[config.mk]
export PLATFORM = sky130hd
export DESIGN_NAME = cond_unit
export DESIGN_NICKNAME = d
export VERILOG_FILES = /design/src/rtl/cond_unit.sv
export SDC_FILE = /design/constraint.sdc
export NUM_CORES = 1
export LEC_CHECK = 0
export BUFFER_PORTS_ARGS = -buffer_cell sky130_fd_sc_hd__clkbuf_2
export CORE_AREA = 5 5 42 44
export CTS_BUF_LIST = sky130_fd_sc_hd__clkbuf_8
export CTS_CLUSTER_DIAMETER = 60
export CTS_CLUSTER_SIZE = 25
export DETAILED_ROUTE_END_ITERATION = 16
export DIE_AREA = 0 0 47 49
export GPL_TIMING_DRIVEN = 0
export PLACE_DENSITY = 0.74
export SLEW_MARGIN = 0
export SYNTH_ARGS = -nofsm -noshare
export SYNTH_HDL_FRONTEND = slang
export SYNTH_SLANG_ARGS = --single-unit
[constraint.sdc]
create_clock -name clk -period 3.5 [get_ports clk]
set_input_delay 0.175 -clock clk [delete_from_list [all_inputs] [get_ports clk]]
set_output_delay 0.175 -clock clk [all_outputs]
set_load 0.02 [all_outputs]
[src/rtl/cond_unit.sv]
// ---------------------------------------------------------------------------
// cond_unit
//
// Purpose:
//   Execute-stage condition unit for an ARM-style pipeline. It holds the
//   NZCV flags register, evaluates the instruction condition field against
//   it, conditionally updates the flags, and registers the gated write/branch
//   enables that travel on to the next stage.
//
// Ports:
//   clk        in   1  rising-edge clock
//   reset      in   1  asynchronous, active-high reset
//   in_valid   in   1  an instruction occupies the execute stage this cycle
//   stall      in   1  hold the output stage and suppress flag writes
//   flush      in   1  squash the current instruction (beats stall)
//   cond       in   4  condition field, instr[31:28]
//   s_bit      in   1  instruction requests a flag update
//   flag_wr    in   2  [1] selects the N,Z group, [0] selects the C,V group
//   alu_flags  in   4  ALU result flags {N,Z,C,V}
//   reg_we_in  in   1  ungated register-write enable from decode
//   mem_we_in  in   1  ungated memory-write enable from decode
//   pc_src_in  in   1  ungated PC-source select from decode
//   cond_ex    out  1  combinational condition-check result
//   flags      out  4  registered {N,Z,C,V}
//   carry      out  1  flags[1], feeds the ALU carry-in
//   valid_q    out  1  registered instruction-valid for the next stage
//   reg_we     out  1  registered, condition-gated register-write enable
//   mem_we     out  1  registered, condition-gated memory-write enable
//   pc_src     out  1  registered, condition-gated PC-source select
// ---------------------------------------------------------------------------
module cond_unit (
    input  logic       clk,
    input  logic       reset,
    input  logic       in_valid,
    input  logic       stall,
    input  logic       flush,
    input  logic [3:0] cond,
    input  logic       s_bit,
    input  logic [1:0] flag_wr,
    input  logic [3:0] alu_flags,
    input  logic       reg_we_in,
    input  logic       mem_we_in,
    input  logic       pc_src_in,
    output logic       cond_ex,
    output logic [3:0] flags,
    output logic       carry,
    output logic       valid_q,
    output logic       reg_we,
    output logic       mem_we,
    output logic       pc_src
);

    logic [3:0] flags_q, flags_d;
    logic       stageValid_q, stageValid_d;
    logic       stageRegWe_q, stageRegWe_d;
    logic       stageMemWe_q, stageMemWe_d;
    logic       stagePcSrc_q, stagePcSrc_d;
    logic       flagN, flagZ, flagC, flagV;
    logic       doUpdate;

    assign flagN = flags_q[3];
    assign flagZ = flags_q[2];
    assign flagC = flags_q[1];
    assign flagV = flags_q[0];

    // Condition check against the flags as they stand this cycle. Because the
    // flags register is read directly (not a pipelined copy), an update made
    // at the previous edge is already visible here, so back-to-back
    // flag-setting and flag-testing instructions need no bubble.
    always_comb begin
        cond_ex = 1'b0;
        case (cond)
            4'h0: cond_ex = flagZ;
            4'h1: cond_ex = !flagZ;
            4'h2: cond_ex = flagC;
            4'h3: cond_ex = !flagC;
            4'h4: cond_ex = flagN;
            4'h5: cond_ex = !flagN;
            4'h6: cond_ex = flagV;
            4'h7: cond_ex = !flagV;
            4'h8: cond_ex = flagC && !flagZ;
            4'h9: cond_ex = !flagC || flagZ;
            4'hA: cond_ex = (flagN == flagV);
            4'hB: cond_ex = (flagN != flagV);
            4'hC: cond_ex = !flagZ && (flagN == flagV);
            4'hD: cond_ex = flagZ || (flagN != flagV);
            4'hE: cond_ex = 1'b1;
            default: cond_ex = 1'b0;
        endcase
    end

    assign doUpdate = in_valid & cond_ex & s_bit & ~stall & ~flush;

    // Flag next-state: the N,Z and C,V groups are written independently so
    // instructions that only define some flags (e.g. logical ops leaving V)
    // preserve the rest.
    always_comb begin
        flags_d = flags_q;
        if (doUpdate) begin
            if (flag_wr[1]) flags_d[3:2] = alu_flags[3:2];
            if (flag_wr[0]) flags_d[1:0] = alu_flags[1:0];
        end
    end

    // Output stage next-state: flush squashes even while stalled; a stall
    // freezes the stage; otherwise the enables are gated by validity and the
    // condition result.
    always_comb begin
        stageValid_d = stageValid_q;
        stageRegWe_d = stageRegWe_q;
        stageMemWe_d = stageMemWe_q;
        stagePcSrc_d = stagePcSrc_q;
        if (flush) begin
            stageValid_d = 1'b0;
            stageRegWe_d = 1'b0;
            stageMemWe_d = 1'b0;
            stagePcSrc_d = 1'b0;
        end else if (!stall) begin
            stageValid_d = in_valid;
            stageRegWe_d = in_valid & cond_ex & reg_we_in;
            stageMemWe_d = in_valid & cond_ex & mem_we_in;
            stagePcSrc_d = in_valid & cond_ex & pc_src_in;
        end
    end

    // All state registers, cleared immediately by reset.
    always_ff @(posedge clk or posedge reset) begin
        if (reset) begin
            flags_q      <= 4'b0000;
            stageValid_q <= 1'b0;
            stageRegWe_q <= 1'b0;
            stageMemWe_q <= 1'b0;
            stagePcSrc_q <= 1'b0;
        end else begin
            flags_q      <= flags_d;
            stageValid_q <= stageValid_d;
            stageRegWe_q <= stageRegWe_d;
            stageMemWe_q <= stageMemWe_d;
            stagePcSrc_q <= stagePcSrc_d;
        end
    end

    assign flags   = flags_q;
    assign carry   = flags_q[1];
    assign valid_q = stageValid_q;
    assign reg_we  = stageRegWe_q;
    assign mem_we  = stageMemWe_q;
    assign pc_src  = stagePcSrc_q;

endmodule

; ---- Word level (Yosys, flattened, before mapping)
; Cells that the tools add are included.
[totals]
register_bits = 8
wordCells = 52
[classes]
n_mux = 9
n_bitwise = 9
n_eq_ne = 17
n_reduce_logical = 11
[op_table]
columns = op, count
row1 = "4-bit equality test, second input constant", 7
row2 = "4-bit by 3-bit equality test with 1-bit output, second input constant", 4
row3 = 1-bit one-hot mux with 15 select lines, 1
row4 = "4-bit by 2-bit equality test with 1-bit output, second input constant", 2
row5 = 1-bit 2-to-1 mux, 8
row6 = 1-bit bitwise AND, 7
row7 = "4-bit by 1-bit equality test with 1-bit output, second input constant", 1
row8 = 1-bit zero test, 4
row9 = 4-bit zero test, 1
row10 = 2-bit AND reduction, 2
row11 = 1-bit logical AND, 2
row12 = 1-bit logical OR, 2
row13 = "2-bit by 1-bit inequality test with 1-bit output, second input constant", 1
row14 = 1-bit inverter, 2
row15 = 1-bit equality test, 1
row16 = 1-bit inequality test, 1

; ---- Longest topological paths before layout
; Gate-level depths: netlist (run 1).
[logic_depth]
ltp_word = 8
mapped_depth = 6
depth_no_buf = 5

; ---- Worst setup path after synthesis (run 1)
; No wires, ideal clock.
[synth_timing]
path_type = reg2reg
from = reg flags_q[3] (netlist: flags[3])
to = reg stageMemWe_q (netlist: mem_we)
n_path_buf = 0
slack_ns = 1.602
required_ns = 3.378
stages_incl_launch_ff = 6
period_less_slack_ns = 1.898
arrival_time_ns = 1.776
cell_sequence = dfrtp_1 -> xnor2_1 -> o32ai_1 -> o311ai_2 -> nand3_1 -> a32o_1
[synth_via]
elab_chain_len = 7
elab_cells_between_ends = 10
classes_between = 2 x eq/ne / 3 x mux / 2 x bitwise / 3 x reduce/logical
[synth_rtl]
columns = element, line
row1 = from (decl), 53  ; logic [3:0] flags_q, flags_d;
row2 = from (signal assigned), 135  ; flags_q <= flags_d;
row3 = 1-bit inequality test or 1-bit equality test (tied branches), --
row4 = 1-bit logical OR or 1-bit logical AND (tied branches), "86, 85"
row5 = 1-bit one-hot mux with 15 select lines (*), 72  ; case (cond)
row6 = named net cond_ex, 44  ; output logic cond_ex,
row7 = 1-bit bitwise AND (*) (2 in series), 121  ; stageMemWe_d = in_valid & cond_ex & mem_we_in;
row8 = 1-bit 2-to-1 mux (*), 118  ; end else if (!stall) begin
row9 = 1-bit 2-to-1 mux (*), 113  ; if (flush) begin
row10 = to (signal assigned), 138  ; stageMemWe_q <= stageMemWe_d;
row11 = to (decl), 56  ; logic stageMemWe_q, stageMemWe_d;
; The timed path passes the listed nets; every way through them passes the cells marked *. The select of a mux whose other input is x is not followed.
; A chain may end at the register's enable or synchronous reset.

; ---- Worst setup path in the final report (run 1)
[layout_timing]
from = reg flags_q[0] (netlist: flags[0])
to = out cond_ex
[layout_via]
elab_chain_len = 3
elab_cells_between_ends = 6
classes_between = 2 x eq/ne / 1 x mux / 3 x reduce/logical
[layout_rtl]
columns = element, line
row1 = 1-bit inequality test or 1-bit equality test (tied branches), --
row2 = 1-bit logical OR or 1-bit logical AND (tied branches), "86, 85"
row3 = 1-bit one-hot mux with 15 select lines (*), 72
row4 = to (decl), 44
; Every way passes the cells marked *; elsewhere a longest branch is shown, timed or not.

==> metrics.txt, run 1 <==
Ports 29; sequential-to-total area share from yosys stat 37.0%; cell taking the most area after synthesis dfrtp_1; initial antenna violation count 0; Fin. Hold Viols 0; crit path DAT 1.83 ns; vias in the first global route 594; Starting Density 38.7%; fin area 753 sq um; CP Capture Type output port; DIE WIDTH 47 um; setup violators final 0; H-tree depth 1; non-filler instance count after layout 104; number of synthesized flops with an enable pin 0; Most used DFF post-synth dfrtp_1; critical path class reg -> out; CTS hold repair buffers 1; Post-synth ARST share 100%; CP Data Required Time 3.32 ns; Crit. Startpoint flags[0]$_DFFE_PP0P_; clk slew on worst S/H paths 0.04 ns; HP Start flush; CTS tree yes; Worst Skew 0.000685 ns; Synth top cells by count dfrtp_1, mux2_1, nand3_1, nor2_1; global-route wire length before repair 2.33 mm; Antenna Cells 0; R2R Path Start flags[0]$_DFFE_PP0P_; synth unique cells 28; M1 WL 574 um; DRC violation count after routing 0; Slew @ Worst Pin 0.296 ns; Placed Area 702 sq um; Mapped Nets 75; synthesized flop and latch total 8; WHS 0.135 ns; Pre-antenna DRT Iters 4; syn avg cell area 9.67 sq um; hold crit path type in -> reg; Yosys top cell area share 37.0%; most numerous cell in the Yosys netlist dfrtp_1; Setup Fix Bufs, Post-CTS 0; total CTS buffers 3; Slew Viols, Final 0; DR vias 555; Max Fclk 0.500 GHz; Worst Slack Setup Final 1.50 ns; latest clock arrival within the worst-skew pair 0.22 ns; Nets 109; drt total wl 1.33 mm; WL per Instance 12.8 um; DIE HEIGHT 49 um; Final Util 53.8%; Final ANT Viol Nets 0; Tmin final 2.00 ns; Final period util 57.2%; Synth-to-Final Area Change 39.0%; Mapped Cells 56; FP Rows 14; peak supply drop 0.257 mV; RSZ-0062 raised after global routing no; die area 2300 sq um; pwr/cell area 470 nW/um^2; Clock Path Buffers 2; DP HPWL 1.12 mm; GRT Overall Usage 13.2%; Root Buffer clkbuf_8; LEAKAGE 0.370 nW; core footprint 1400 sq um; DR top layer met3; overall power 0.354 mW; Post-Route Setup TNS 0 ns; Placed Instances 100; met3 WL 108 um; post_cts resized 0; WL met2 645 um; Max Cap Viol 0; Clock Sink Count 8; vias per inst 5.34; max_slew headroom 80.0%; Detailed Route Iter0 Violations 12; largest cells by area after synthesis dfrtp_1, mux2_1, a32o_1; worst-path fanout max 8; critical path startpoint category register; status finished, final reports clean; Post-Place Setup Slack 1.61 ns; share of cells above drive strength 1 38.6%; GPL Wtd Cong 0.764; global route total overflow 0; Synth Cell Area 542 sq um; largest net degree at the start of global routing 11; Yosys warning total 0; port buffer count 28
==> area by class of cell <==
class                   count  area, sq um
fillers                   142          648
inverters                   2         7.51
clock buffers               3         41.3
repair buffers             29          150
well taps                  16         20.0
flip-flops and latches      8          200
multi-input cells          44          322
plain buffers               2         12.5
==> report_power, final <==
group	switching [mW]	leakage (nW)	total [mW]	internal (mW)
combinational	0.0670	0.242	0.122	0.0545
clock	0.0313	0.0216	0.105	0.0741
sequential	0.0210	0.107	0.127	0.106
==> cell usage in the layout, fill, tap and decap left out <==
cell,instances
and3_1,2
nor3b_1,2
nor2_1,4
clkbuf_8,3
dfrtp_1,8
nor4bb_1,1
a32oi_1,1
inv_1,2
nand2_1,2
buf_2,1
o211ai_1,1
o2111ai_1,1
o311ai_2,1
dlygate4sd3_1,1
clkbuf_2,28
and2_1,1
xor2_1,1
a21oi_1,1
a32o_1,3
nand3_1,4
nor3_1,1
xnor2_1,2
mux2_1,4
o21ai_0,1
buf_4,1
o311ai_1,1
nand2b_1,3
o32ai_1,1
nor2b_1,3
mux2i_1,1
a31oi_1,2
==> state kept, by name, indices dropped and copies added (netlist names) <==
| register | flops |
|---|---|
| reg_we | 1 |
| valid_q | 1 |
| mem_we | 1 |
| pc_src | 1 |
| flags | 4 |
==> final timing paths <==
check | end | slack (ns) | cells past startpoint
max reg2reg | flags[3]$_DFFE_PP0P_ | 1.62 | 5
max in group asynchronous | flags[3]$_DFFE_PP0P_ | 2.83 | 3
min reg2reg | mem_we$_DFFE_PP0P_ | 0.49 | 1
max | cond_ex | 1.50 | 5
min in group asynchronous | flags[0]$_DFFE_PP0P_ | 0.43 | 3
min | valid_q$_DFFE_PP0P_ | 0.14 | 2
==> kinds of logic (layout without fill, tap and decap cells) <==
family	count (synthesis)	after routing	share of synthesized area (%)
DFF	8	8	37.0
muxes	5	5	10.2
buffers and inverters	4	36	3.70
and+or+nand+nor	23	23	23.8
xor gates and xnor gates	3	3	4.85
AOI/OAI and AO/OA	13	13	20.6
==> critical path, stage by stage (launching register included) <==
cell and delay, ns:
dfrtp_1 0.45, nor4bb_1 0.18, o311ai_1 0.33, and3_1 0.27, nand3_1 0.17, clkbuf_2 0.21
==> per-layer routing <==
layer	track usage (%)	vias up
li1	-	281
met1	18.0	251
met2	20.4	23
met3	1.48	0
met4	5.53	0
met5	0	-
No activity file was read; power rests on OpenSTA's default activity.
==> run 2, diff against run 1 <==
--- a/config.mk
+++ b/config.mk
@@ -5,15 +5,16 @@
 export SDC_FILE = /design/constraint.sdc
 export NUM_CORES = 1
 export LEC_CHECK = 0
+export ABC_AREA = 1
 export BUFFER_PORTS_ARGS = -buffer_cell sky130_fd_sc_hd__clkbuf_2
-export CORE_AREA = 5 5 42 44
+export CORE_MARGIN = 5
+export CORE_UTILIZATION = 47
 export CTS_BUF_LIST = sky130_fd_sc_hd__clkbuf_8
 export CTS_CLUSTER_DIAMETER = 60
 export CTS_CLUSTER_SIZE = 25
 export DETAILED_ROUTE_END_ITERATION = 16
-export DIE_AREA = 0 0 47 49
 export GPL_TIMING_DRIVEN = 0
-export PLACE_DENSITY = 0.74
+export PLACE_DENSITY = 0.81
 export SLEW_MARGIN = 0
 export SYNTH_ARGS = -nofsm -noshare
 export SYNTH_HDL_FRONTEND = slang
==> constraint.sdc (replaced) <==
create_clock -name clk -period 2.04 [get_ports clk]
set_input_delay 0.102 -clock clk [delete_from_list [all_inputs] [get_ports clk]]
set_output_delay 0.102 -clock clk [all_outputs]
set_load 0.02 [all_outputs]
==> metrics.txt, run 2 <==
status finished, final reports clean; global-route wire length before repair 2.59 mm (+11%); Antenna Cells 0 (unchanged); Fin. Hold Viols 0 (unchanged); Slew Viols, Final 0 (unchanged); WHS 0.110 ns (-0.0255 ns); global route total overflow 0 (unchanged); Worst Skew 0.00187 ns (+0.00118 ns); latest clock arrival within the worst-skew pair 0.23 ns (about the same); Max Cap Viol 0 (unchanged); worst hold stages 3 (+1); sequential-to-total area share from yosys stat 32.7% (-4.3 points); Yosys warning total 0 (unchanged); DR vias 703 (+27%); share of cells above drive strength 1 34.9% (-3.7 points); peak supply drop 0.538 mV (+110%); RSZ-0062 raised after global routing no; Slew @ Worst Pin 0.410 ns (+0.114 ns); drt total wl 1.55 mm (+17%); CP Capture Type output port; initial antenna violation count 0 (unchanged); crit path DAT 1.49 ns (-0.34 ns); Post-synth ARST share 100% (unchanged); number of synthesized flops with an enable pin 0 (unchanged); Post-Route Setup TNS 0 ns (unchanged); Setup Fix Bufs, Post-CTS 0 (unchanged); vias per inst 4.99 (-6.6%); fin area 818 sq um (+8.6%); DIE WIDTH 46.1 um (-1.9%); DIE HEIGHT 46.1 um (-5.9%); critical path startpoint category register; GPL Wtd Cong 0.859 (+12%); setup violators final 0 (unchanged); Clock Path Buffers 2 (unchanged); H-tree depth 1 (unchanged); cell taking the most area after synthesis dfrtp_1; Synth-to-Final Area Change 33.5%; Nets 147 (+35%); DP HPWL 1.26 mm (+13%); port buffer count 27 (-3.6%); Starting Density 48.3% (+9.7 points); Worst Slack Setup Final 0.445 ns (-1.05 ns); Mapped Cells 95 (+70%); worst-path fanout max 8 (unchanged); commonest non-fill, non-tap cell in the layout nand2_1; worst r2r path cells 9 (+4); Final ANT Viol Nets 0 (unchanged); die area 2130 sq um (-7.7%); synthesized flop and latch total 8 (unchanged); LEAKAGE 0.486 nW (+31%); flip-flop count of the largest register after layout 4 (unchanged); Root Buffer clkbuf_8; Tmin final 1.60 ns; overall power 0.746 mW (+110%); CTS tree yes; Yosys top cell area share 32.7% (-4.3 points); Synth top cells by count nand2_1, inv_1, nand3_1; FP Rows 13 (-1); largest net degree at the start of global routing 10 (-1); largest cells by area after synthesis dfrtp_1, nand2_1, nand3_1; syn avg cell area 6.45 sq um (-33%); Pre-antenna DRT Iters 4 (unchanged); synth unique cells 18 (-36%); critical path class reg -> out; DRC violation count after routing 0 (unchanged); core footprint 1270 sq um (-9.5%); Most used DFF post-synth dfrtp_1; pwr/cell area 912 nW/um^2 (+94%); commonest cells after routing, fill and taps aside nand2_1, clkbuf_2, inv_1, nand3_1; vias in the first global route 643 (+8.2%); Ports 29 (unchanged); clk slew on worst S/H paths 0.04 ns (about the same); total CTS buffers 3 (unchanged); Mapped Nets 114 (+52%); Final period util 78.2%; hold crit path type in -> reg; Placed Area 767 sq um (+9.3%); most numerous cell in the Yosys netlist nand2_1; GRT Overall Usage 17.1% (+3.9 points); Max Fclk 0.627 GHz; WL per Instance 11.0 um (-14%); Post-Place Setup Slack 0.652 ns (-0.953 ns); flop-to-flop setup slack 0.62 ns (-1.00 ns); max_slew headroom 72.6% (-7.4 points); CP Data Required Time 1.94 ns (-1.38 ns); Synth Cell Area 613 sq um (+13%); number of fillers in the final layout 116 (-18%); post_cts resized 0 (unchanged); Detailed Route Iter0 Violations 10 (-2); Clock Sink Count 8 (unchanged)
-- run 2: kinds of logic after synthesis --
logic type | after synthesis | share of synthesized area [%]
compound gates | 6 | 7.76
simple gates | 65 | 49.0
buf+inv | 16 | 10.6
flops | 8 | 32.7
-- run 2: area by class of cell --
class / count / area [sq um] / area share [%]
Clock buffer: 3 / 41.3 / 5.05
Sequential cell: 8 / 200 / 24.5
Tap cell: 15 / 18.8 / 2.29
Inverter: 14 / 52.6 / 6.42
Multi-Input combinational cell: 71 / 348 / 42.5
Timing Repair Buffer: 28 / 145 / 17.7
Buffer: 2 / 12.5 / 1.53
-- run 2: worst max-delay path, stage by stage (launching register included) --
cell and delay [ns]:
dfrtp_1 0.43, inv_1 0.10, a21oi_2 0.16, nand3_1 0.10
nand2_1 0.14, nand3_4 0.14, clkbuf_2 0.19
-- run 2: path summary, 6_finish.rpt --
| check | start | to |
|---|---|---|
| setup / recovery | flags[1]$_DFFE_PP0P_ | cond_ex |
| hold / removal | reg_we_in | reg_we$_DFFE_PP0P_ |
| setup reg to reg | flags[1]$_DFFE_PP0P_ | flags[2]$_DFFE_PP0P_ |
| hold reg to reg | pc_src$_DFFE_PP0P_ | pc_src$_DFFE_PP0P_ |
| max in group asynchronous | reset | flags[2]$_DFFE_PP0P_ |
| min in group asynchronous | reset | reg_we$_DFFE_PP0P_ |
-- run 2: power by group --
group	total, mW	internal [mW]	switching (mW)
registers	0.232	0.190	0.0422
clock network	0.189	0.128	0.0616
logic	0.325	0.115	0.210
total	0.746	0.433	0.314
-- run 2: what timing repair did --
action / 4_1_cts / 5_1_grt
hold buffers: 1 / 0
endpoints found under the setup margin: 0 / 0
hold endpoints to repair: 8 / 0
-- run 2: per-stage QoR --
stage | util, % | cells
after floorplan | - | 95
after global placement | 60.5 | 137
after detailed placement | 60.5 | 137
after CTS | 64.5 | 141
after global routing | 64.5 | 141
final | 64.5 | 141
-- run 2: routing by layer --
metal / up-vias / routed length [um] / track usage [%] / part of all wire, %
met5: - / 0 / 0 / 0
met4: 0 / 23 / 9.09 / 1.5
met3: 5 / 136 / 5.08 / 8.8
met2: 29 / 770 / 27.2 / 50
met1: 307 / 617 / 20.6 / 40
li1: 362 / - / - / -
